[src/rtl/cpu_sequencer_if.sv]
// cpu_sequencer_if: ROM fetch, ALU and debug signals of the sequencer.
// master = sequencer side, slave = ROM/ALU/debug environment side.
interface cpu_sequencer_if;
    logic       run;
    logic [3:0] imem_addr;
    logic [7:0] imem_data;
    logic [3:0] alu_a;
    logic [3:0] alu_b;
    logic       alu_enable;
    logic       alu_op_bit0;
    logic       alu_op_bit1;
    logic [3:0] alu_result;
    logic       alu_carry;
    logic       alu_z;
    logic       flag_c;
    logic       flag_z;
    logic       halted;
    logic       retire;
    logic [1:0] dbg_sel;
    logic [3:0] dbg_data;

    modport master (
        input  run, imem_data, alu_result, alu_carry, alu_z, dbg_sel,
        output imem_addr, alu_a, alu_b, alu_enable, alu_op_bit0,
        output alu_op_bit1, flag_c, flag_z, halted, retire, dbg_data
    );

    modport slave (
        output run, imem_data, alu_result, alu_carry, alu_z, dbg_sel,
        input  imem_addr, alu_a, alu_b, alu_enable, alu_op_bit0,
        input  alu_op_bit1, flag_c, flag_z, halted, retire, dbg_data
    );
endinterface

[src/rtl/cpu_sequencer.sv]
// cpu_sequencer: fetch/decode/execute controller for a registered 4-bit ALU.
// Holds PC, IR, a 4x4 register file and the C/Z flags.
module cpu_sequencer #(
    parameter int         DATA_WIDTH = 4,
    parameter logic [3:0] START_PC   = 4'd0
) (
    input logic             clock,
    input logic             reset,
    cpu_sequencer_if.master bus
);

    typedef enum logic [2:0] {
        S_IDLE,
        S_FETCH,
        S_DECODE,
        S_EXEC,
        S_WB,
        S_HALT
    } state_t;

    state_t                state_q, state_d;
    logic [3:0]            pc_q, pc_d;
    logic [7:0]            ir_q, ir_d;
    logic [DATA_WIDTH-1:0] rf_q [4];
    logic [DATA_WIDTH-1:0] rf_d [4];
    logic                  flag_c_q, flag_c_d;
    logic                  flag_z_q, flag_z_d;
    logic                  retire_q, retire_d;
    logic                  alu_en;

    logic       is_alu, is_ldi, is_jmp, is_sys;
    logic       jmp_take;
    logic [3:0] pc_inc;

    assign is_alu = (ir_q[7:6] == 2'b00);
    assign is_ldi = (ir_q[7:6] == 2'b01);
    assign is_jmp = (ir_q[7:6] == 2'b10);
    assign is_sys = (ir_q[7:6] == 2'b11);
    assign pc_inc = pc_q + 4'd1;

    // Jump condition, evaluated on the flags held at instruction start
    always_comb begin
        jmp_take = 1'b0;
        case (ir_q[5:4])
            2'b00: jmp_take = 1'b1;
            2'b01: jmp_take = flag_z_q;
            2'b10: jmp_take = flag_c_q;
            2'b11: jmp_take = !flag_z_q;
        endcase
    end

    // Next-state, architectural updates and ALU enable
    always_comb begin
        state_d  = state_q;
        pc_d     = pc_q;
        ir_d     = ir_q;
        rf_d     = rf_q;
        flag_c_d = flag_c_q;
        flag_z_d = flag_z_q;
        retire_d = 1'b0;
        alu_en   = 1'b0;
        case (state_q)
            S_IDLE: begin
                if (bus.run) state_d = S_FETCH;
            end
            S_FETCH: state_d = S_DECODE;
            S_DECODE: begin
                ir_d    = bus.imem_data;
                state_d = S_EXEC;
            end
            S_EXEC: begin
                unique case (1'b1)
                    is_alu: begin
                        alu_en  = 1'b1;
                        state_d = S_WB;
                    end
                    is_ldi: begin
                        rf_d[ir_q[5:4]] = ir_q[3:0];
                        pc_d            = pc_inc;
                        retire_d        = 1'b1;
                        state_d         = S_FETCH;
                    end
                    is_jmp: begin
                        pc_d     = jmp_take ? ir_q[3:0] : pc_inc;
                        retire_d = 1'b1;
                        state_d  = S_FETCH;
                    end
                    is_sys: begin
                        retire_d = 1'b1;
                        if (ir_q[5]) begin
                            state_d = S_HALT;
                        end else begin
                            pc_d    = pc_inc;
                            state_d = S_FETCH;
                        end
                    end
                    default: ;
                endcase
            end
            S_WB: begin
                rf_d[ir_q[3:2]] = bus.alu_result;
                flag_c_d        = bus.alu_carry;
                flag_z_d        = bus.alu_z;
                pc_d            = pc_inc;
                retire_d        = 1'b1;
                state_d         = S_FETCH;
            end
            S_HALT: state_d = S_HALT;
            default: state_d = S_IDLE;
        endcase
    end

    // State registers with synchronous reset
    always_ff @(posedge clock) begin
        if (reset) begin
            state_q  <= S_IDLE;
            pc_q     <= START_PC;
            ir_q     <= 8'd0;
            rf_q     <= '{default: '0};
            flag_c_q <= 1'b0;
            flag_z_q <= 1'b0;
            retire_q <= 1'b0;
        end else begin
            state_q  <= state_d;
            pc_q     <= pc_d;
            ir_q     <= ir_d;
            rf_q     <= rf_d;
            flag_c_q <= flag_c_d;
            flag_z_q <= flag_z_d;
            retire_q <= retire_d;
        end
    end

    assign bus.imem_addr   = pc_q;
    assign bus.alu_a       = rf_q[ir_q[3:2]];
    assign bus.alu_b       = rf_q[ir_q[1:0]];
    assign bus.alu_op_bit0 = ir_q[5];
    assign bus.alu_op_bit1 = ir_q[4];
    assign bus.alu_enable  = alu_en;
    assign bus.flag_c      = flag_c_q;
    assign bus.flag_z      = flag_z_q;
    assign bus.halted      = (state_q == S_HALT);
    assign bus.retire      = retire_q;
    assign bus.dbg_data    = rf_q[bus.dbg_sel];

endmodule

[src/flat_wrapper.sv]
// flat-port wrapper written by rule: the top's interface ports become plain ports
module cpu_sequencer_flat 
#(
    parameter int         DATA_WIDTH = 4,
    parameter logic [3:0] START_PC   = 4'd0
)
  (clock, reset, bus_run, bus_imem_data, bus_alu_result, bus_alu_carry, bus_alu_z, bus_dbg_sel, bus_imem_addr, bus_alu_a, bus_alu_b, bus_alu_enable, bus_alu_op_bit0, bus_alu_op_bit1, bus_flag_c, bus_flag_z, bus_halted, bus_retire, bus_dbg_data);
  cpu_sequencer_if bus_i ();
  input logic clock;
  input logic reset;
  input wire logic [$bits(bus_i.run)-1:0] bus_run;
  input wire logic [$bits(bus_i.imem_data)-1:0] bus_imem_data;
  input wire logic [$bits(bus_i.alu_result)-1:0] bus_alu_result;
  input wire logic [$bits(bus_i.alu_carry)-1:0] bus_alu_carry;
  input wire logic [$bits(bus_i.alu_z)-1:0] bus_alu_z;
  input wire logic [$bits(bus_i.dbg_sel)-1:0] bus_dbg_sel;
  output wire logic [$bits(bus_i.imem_addr)-1:0] bus_imem_addr;
  output wire logic [$bits(bus_i.alu_a)-1:0] bus_alu_a;
  output wire logic [$bits(bus_i.alu_b)-1:0] bus_alu_b;
  output wire logic [$bits(bus_i.alu_enable)-1:0] bus_alu_enable;
  output wire logic [$bits(bus_i.alu_op_bit0)-1:0] bus_alu_op_bit0;
  output wire logic [$bits(bus_i.alu_op_bit1)-1:0] bus_alu_op_bit1;
  output wire logic [$bits(bus_i.flag_c)-1:0] bus_flag_c;
  output wire logic [$bits(bus_i.flag_z)-1:0] bus_flag_z;
  output wire logic [$bits(bus_i.halted)-1:0] bus_halted;
  output wire logic [$bits(bus_i.retire)-1:0] bus_retire;
  output wire logic [$bits(bus_i.dbg_data)-1:0] bus_dbg_data;
  assign bus_i.run = bus_run;
  assign bus_i.imem_data = bus_imem_data;
  assign bus_i.alu_result = bus_alu_result;
  assign bus_i.alu_carry = bus_alu_carry;
  assign bus_i.alu_z = bus_alu_z;
  assign bus_i.dbg_sel = bus_dbg_sel;
  assign bus_imem_addr = bus_i.imem_addr;
  assign bus_alu_a = bus_i.alu_a;
  assign bus_alu_b = bus_i.alu_b;
  assign bus_alu_enable = bus_i.alu_enable;
  assign bus_alu_op_bit0 = bus_i.alu_op_bit0;
  assign bus_alu_op_bit1 = bus_i.alu_op_bit1;
  assign bus_flag_c = bus_i.flag_c;
  assign bus_flag_z = bus_i.flag_z;
  assign bus_halted = bus_i.halted;
  assign bus_retire = bus_i.retire;
  assign bus_dbg_data = bus_i.dbg_data;
  cpu_sequencer #(.DATA_WIDTH(DATA_WIDTH), .START_PC(START_PC)) u_core (.clock(clock), .reset(reset), .bus(bus_i));
endmodule
[config.mk]
export PLATFORM = sky130hd
export DESIGN_NAME = cpu_sequencer_flat
export DESIGN_NICKNAME = d
export VERILOG_FILES = /design/src/rtl/cpu_sequencer_if.sv /design/src/rtl/cpu_sequencer.sv /design/src/flat_wrapper.sv
export SDC_FILE = /design/constraint.sdc
export NUM_CORES = 1
export LEC_CHECK = 0
export ABC_AREA = 1
export CAP_MARGIN = 0
export CORE_MARGIN = 2
export CORE_UTILIZATION = 38
export DETAILED_ROUTE_END_ITERATION = 16
export PLACE_DENSITY = 0.7
export SETUP_SLACK_MARGIN = 0.5
export SLEW_MARGIN = 30
export SYNTH_ARGS = -nofsm -noshare
export SYNTH_HDL_FRONTEND = slang
export SYNTH_SLANG_ARGS = --single-unit
[constraint.sdc]
create_clock -name clock -period 1.45 [get_ports clock]
set_input_delay 0.3625 -clock clock [delete_from_list [all_inputs] [get_ports clock]]
set_output_delay 0.3625 -clock clock [all_outputs]
set_load 0.05 [all_outputs]
==> qor.yml, run 1 <==
sta:
  fin_ws_ns: -0.279
  fin_crit_sh_pct: 119
  tightest_slew_ns: 0.338
  hold_viol: 0
  report.final.slew_viol_count: 0
  rsz0062_at_grt: "yes"
  max_freq_ghz: 0.578
  setup_viol_count_final: 26
  setup_tns_ns: -2.14
  slew_headroom_pct: 77.4
  fin_crit_ns: 1.73
  fin_skew_ns: 0.00779
  holdWs_ns: 0.402
final_layout:
  fin_nets: 433
  area_delta_synth_final_pct: 115
  drive_gt1_share_pct: 70.1
  insertedDiodeCount: 0
  layout_common_cells: "nand2_1 (37), nor2_4 (36), o21ai_2 (33)"
  final_area_um2: 4460
  layout_commonest_cell: "nand2_1"
  nFillCells: 215
critical_path:
  critPathLaunch: "u_core.ir_q[2]"
  path_class: "reg -> out"
  critPathTopFamily: "simple AND/OR/NAND/NOR gates"
  slowest_stage: "dfxtp_4"
  critical-path-max-stage-delay_ns: 0.40
  timing.rr.start: "u_core.ir_q[7]"
  crit_buf_inv: 2
  arrival_ns: 1.37
  endpoint_kind: "output pin"
  crit_required_ns: 1.09
  cp_max_fo: 5
  cp_cell_sequence: "inv_4 -> nor2_4 -> nand2_1 -> nand4_1 -> buf_12"
  start_kind: "flop"
route:
  firstDrtPassIters: 11
  drc: 0
  viasPerCell: 6.04
  drt-initial-drc-count: 335
  vias: 2886
  drt-total-wl_um: 10300
  postRouteAntennaNets: 0
  wl_per_cell_um: 21.5
floorplan:
  die_w_um: 77.9
  ios: 42
  rows: 26
  core_um2: 5170
  initial_core_util_pct: 40.1
  die_area_um2: 6070
  fp.dieH_um: 77.9
grt:
  grt_max_degree: 17
  grt_antenna_before_repair: 0
  grt_usage_pct: 28.6
  grt_pass1_vias: 2708
  grt_pass1_wl_um: 13700
  overflow: 0
synthesis:
  ys_warn_count: 0
  syn_inst: 321
  syn_nets: 346
  synth_area_per_cell_um2: 6.46
  synth.distinct_cells: 27
  ys_seq_elements: 34
  synth.cell_area_um2: 2070
  ys_seq_area_share_pct: 32.8
power:
  ir_worst_vdd_mv: 0.649
  total_power_mw: 3.49
  p_leak_nw: 1.72
  powerDensity_nw_per_um2: 781
clock_network:
  h-tree-depth: 2
  root_buffer: "clkbuf_8"
  clock_path_buffers: 2
  ctsHoldBuffers: 0
  cts_made_buffers: 5
  cts.sink_count: 34
  clk_latency_ns: 0.28
  cts_tree: "done"
  clkTransAtPathRegs_ns: 0.07
place:
  hpwl_um: 4940
  place_ws_ns: -0.468
  numPortBuffers: 41
  gp_congestion: 0.857
  post_dp_cell_area_um2: 3290
run:
  drv_cap: 0
run_status:
  violations: "setup timing"
  status: "finished, violations left"
hold_path:
  hold_path_class: "in -> reg"
  hold_start: "reset"
## metal layers
metal  GRT usage (%)  up-vias  part of all wire [%]
met5               0        -                     0
met4            9.46        0                   5.0
met3            5.93       61                   8.0
met2            48.7      195                    48
met1            35.8     1377                    39
li1                -     1253                     -
## state kept, by name (all words and copies together) (netlist names)
register,count
u_core.ir_q,8
u_core.state_q,3
u_core.rf_q,16
u_core.bus.imem_addr,4
u_core.bus.flag_c,1
u_core.bus.flag_z,1
u_core.bus.retire,1
## repair_timing
item | CTS | global route
setup endpoints to repair | 57 | 57
pin swaps | 38 | 40
resized for setup | 150 | 90
cloned | 3 | 1
buffers inserted | 20 | 11
## cell families (layout without fill, tap and decap cells)
| kind of cell | after synthesis | in the layout | synth area share (%) |
|---|---|---|---|
| AND/OR/NAND/NOR | 144 | 145 | 30.6 |
| flip-flops | 34 | 34 | 32.8 |
| XOR/XNOR | 2 | 2 | 0.845 |
| AO/OA/AOI/OAI | 90 | 90 | 23.0 |
| buffers and inverters | 45 | 131 | 9.11 |
| adder cells (fa/ha/maj) | 6 | 6 | 3.62 |
## per-stage QoR
step	instances	util [%]
finish	478	86.3
floorplan	321	-
CTS	466	77.4
global route	478	86.3
detailed placement	436	63.7
global placement	436	63.7
## where the power goes
part | switching (mW) | internal [mW] | total, mW | leakage, nW
Clock | 0.354 | 0.377 | 0.731 | 0.0443
Combinational | 0.930 | 0.742 | 1.67 | 1.38
Sequential | 0.111 | 0.972 | 1.08 | 0.300
Total | 1.39 | 2.09 | 3.49 | 1.72
## worst min-delay path, stage by stage
cell	delay, ns
dlymetal6s2s_1	0.12
inv_2	0.08
o21ai_2	0.06
a21oi_1	0.04
## synthesized netlist by cell type
library cell,count,area (µm²)
xor2_1,1,8.76
o21ai_1,16,80.1
xnor2_1,1,8.76
clkinv_1,2,7.51
nor4_1,1,6.26
o21ai_2,1,8.76
buf_12,1,20.0
clkinv_2,2,10.0
nand2_2,8,50.1
nand4_1,5,31.3
nand2_1,46,173
a21oi_1,14,70.1
ha_1,6,75.1
inv_2,5,18.8
nand2_4,4,45.0
nor2_1,66,248
nor3_1,3,15.0
o21ai_0,46,230
nand3_1,5,25.0
buf_2,1,5.00
o22ai_1,8,50.1
a22oi_1,5,37.5
inv_1,28,105
nor2_4,1,11.3
dfxtp_1,34,681
nor2_2,5,31.3
clkbuf_1,6,22.5
## worst paths after layout
path | endpoint | slack [ns] | cells past startpoint
max | bus_alu_a[2] | -0.28 | 5
min | u_core.ir_q[3] | 0.40 | 4
max reg2reg | u_core.rf_q[5] | -0.05 | 10
min reg2reg | u_core.bus.flag_c | 0.55 | 2
## final cells by class
class / count / area [µm²] / share of cell area [%]
Tap cell: 70 / 87.6 / 1.96
Inverter: 37 / 224 / 5.02
Multi-Input combinational cell: 243 / 2120 / 47.6
Timing Repair Buffer: 87 / 1150 / 25.8
Clock buffer: 7 / 86.3 / 1.93
Sequential cell: 34 / 788 / 17.7
Note: power is estimated with default switching activity, not from simulation.
==> run 2: changes to the inputs <==
--- a/config.mk
+++ b/config.mk
@@ -10,6 +10,7 @@
 export CORE_MARGIN = 2
 export CORE_UTILIZATION = 38
 export DETAILED_ROUTE_END_ITERATION = 16
+export GPL_TIMING_DRIVEN = 1
 export PLACE_DENSITY = 0.7
 export SETUP_SLACK_MARGIN = 0.5
 export SLEW_MARGIN = 30
==> constraint.sdc (replaced) <==
create_clock -name clock -period 1.45 [get_ports clock]
set_input_delay 0.435 -clock clock [delete_from_list [all_inputs] [get_ports clock]]
set_output_delay 0.435 -clock clock [all_outputs]
set_load 0.05 [all_outputs]
==> qor.yml, run 2 (synthesis gave the netlist of run 1 again) <==
run_status:
  status: "finished, violations left"
  violations: "setup timing"
sta:
  fin_ws_ns: -0.387  # -0.109 ns
  fin_crit_sh_pct: 127  # +7.5 points
  fin_crit_ns: 1.84  # +0.109 ns
  report.final.slew_viol_count: 0  # unchanged
  setup_viol_count_final: 34  # +31%
  tightest_slew_ns: 0.358  # +0.0199 ns
  max_freq_ghz: 0.544  # -5.9%
  slew_headroom_pct: 76.1  # -1.3 points
  hold_viol: 0  # unchanged
  fin_skew_ns: 0.00805  # +0.000262 ns
  rsz0062_at_grt: "yes"
  setup_tns_ns: -4.44  # -2.31 ns
route:
  vias: 2923  # +1.3%
  drt-initial-drc-count: 274  # -18%
  drt-total-wl_um: 11300  # +9.8%
  drc: 0  # unchanged
  wl_per_cell_um: 23.1  # +7.6%
  postRouteAntennaNets: 0  # unchanged
  viasPerCell: 5.99  # -0.79%
  firstDrtPassIters: 5  # -6
power:
  internal-power_mw: 2.12  # +1.4%
  switching_share_pct: 41.4  # +1.4 points
  powerDensity_nw_per_um2: 797  # +2.1%
  combPwrFrac_pct: 48.0  # about the same
  p_sw_mw: 1.50  # +7.5%
  ir_worst_vdd_mv: 0.768  # +18%
  power_frac_seq_pct: 30.3  # -0.8 points
  p_leak_nw: 1.78  # +3.4%
  pwr-share-clk_pct: 21.7  # +0.7 points
clock_network:
  h-tree-depth: 2  # unchanged
  clkTransAtPathRegs_ns: 0.08  # about the same
  cts.sink_count: 34  # unchanged
  cts_tree: "done"
  clk_latency_ns: 0.30  # +0.02 ns
  clock_path_buffers: 2  # unchanged
  root_buffer: "clkbuf_8"
  cts_made_buffers: 5  # unchanged
place:
  place_ws_ns: -0.583  # -0.115 ns
  numPortBuffers: 41  # unchanged
  gp_congestion: 0.908  # +6.0%
  hpwl_um: 5080  # +2.7%
floorplan:
  rows: 26  # unchanged
  die_area_um2: 6070  # unchanged
  die_w_um: 77.9  # unchanged
  core_um2: 5170  # unchanged
  fp.dieH_um: 77.9  # unchanged
  initial_core_util_pct: 40.1  # unchanged
  ios: 42  # unchanged
critical_path:
  reg2reg_to: "u_core.rf_q[4]"
  reg2reg_slack_ns: -0.22  # -0.17 ns
  crit_required_ns: 1.02  # -0.07 ns
  path_class: "reg -> out"
  critPathLaunch: "u_core.ir_q[0]"
  start_kind: "flop"
  reg2reg_depth: 10  # unchanged
  arrival_ns: 1.40  # +0.03 ns
  setup.worst_path.end: "bus_alu_b[1]"
  timing.rr.start: "u_core.state_q[2]"
  endpoint_kind: "output pin"
  cp_max_fo: 4  # -1
final_layout:
  fin_nets: 442  # +2.1%
  insertedDiodeCount: 0  # unchanged
  drive_gt1_share_pct: 70.1  # about the same
  largest_reg_flops: 16  # unchanged
  layout_commonest_cell: "nor2_4"
  layout_common_cells: "nor2_4 (37), nand2_1 (33), o21ai_2 (32)"
  regMostFlops: "u_core.rf_q"
  area_delta_synth_final_pct: 119
grt:
  grt_pass1_wl_um: 14500  # +5.7%
  grt_pass1_vias: 2769  # +2.3%
  grt_antenna_before_repair: 0  # unchanged
  overflow: 0  # unchanged
  grt_max_degree: 14  # -3
  grt_usage_pct: 31.0  # +2.3 points
run:
  drv_cap: 0  # unchanged
hold_path:
  hold_path_class: "reg -> reg"
## run 2: power by group through the flow
stage	Clock, mW	Sequential, mW	Combinational (mW)
floorplan	0	1.14	0.705
global placement	0	1.10	1.16
detailed placement	0	1.10	1.18
CTS	0.736	1.08	1.46
global route	0.815	1.10	1.80
finish	0.784	1.10	1.74
## run 2: final cells by class
class | count | area [µm²]
inverter | 37 | 228
multi-input combinational | 243 | 2150
fill | 210 | 632
tap | 70 | 87.6
clock inverter | 1 | 5.00
timing repair buffer | 96 | 1220
sequential | 34 | 768
clock buffer | 7 | 86.3
## run 2: through the flow
step	utilization (%)	cells	instance area, µm²	hold WS (ns)	power, mW
final	87.8	488	4540	0.518	3.62
after CTS	78.6	475	4070	0.504	3.28
after detailed placement	64.2	445	3320	0.528	2.27
after global placement	64.2	445	3320	0.524	2.25
after floorplan	-	321	2540	0.487	1.84
after global routing	87.8	488	4540	0.530	3.71
## run 2: how the worst min path moves through the flow
stage	slack, ns	cells after the start	to	from
2_1_floorplan	0.49	1	u_core.state_q[1]	u_core.state_q[2]
3_3_place_gp	0.52	2	u_core.ir_q[7]	u_core.ir_q[7]
3_5_place_dp	0.53	2	u_core.ir_q[7]	u_core.ir_q[7]
4_1_cts	0.50	2	u_core.ir_q[7]	u_core.ir_q[7]
5_1_grt	0.53	2	u_core.ir_q[7]	u_core.ir_q[7]
6_report	0.52	2	u_core.ir_q[7]	u_core.ir_q[7]
## run 2: routing by layer
layer	part of all wire (%)	vias to the layer above	track usage [%]	routed length (µm)
li1	-	1256	-	-
met1	38	1390	36.4	4230
met2	49	203	53.4	5560
met3	6.6	74	6.16	745
met4	6.6	0	15.2	740
met5	0	-	0	0
## run 2: critical path, stage by stage, from the launching register on
cell	delay, ns
dfxtp_4	0.40
buf_16	0.15
nor2_1	0.26
o22ai_4	0.13
buf_12	0.16
## run 2: timing repair
action                     4_1_cts  5_1_grt
hold buffers                     0        0
gates resized for setup        155       95
pin swaps                       38       38
gates cloned                     3        0
buffers inserted                19       13
setup endpoints to repair       57       57
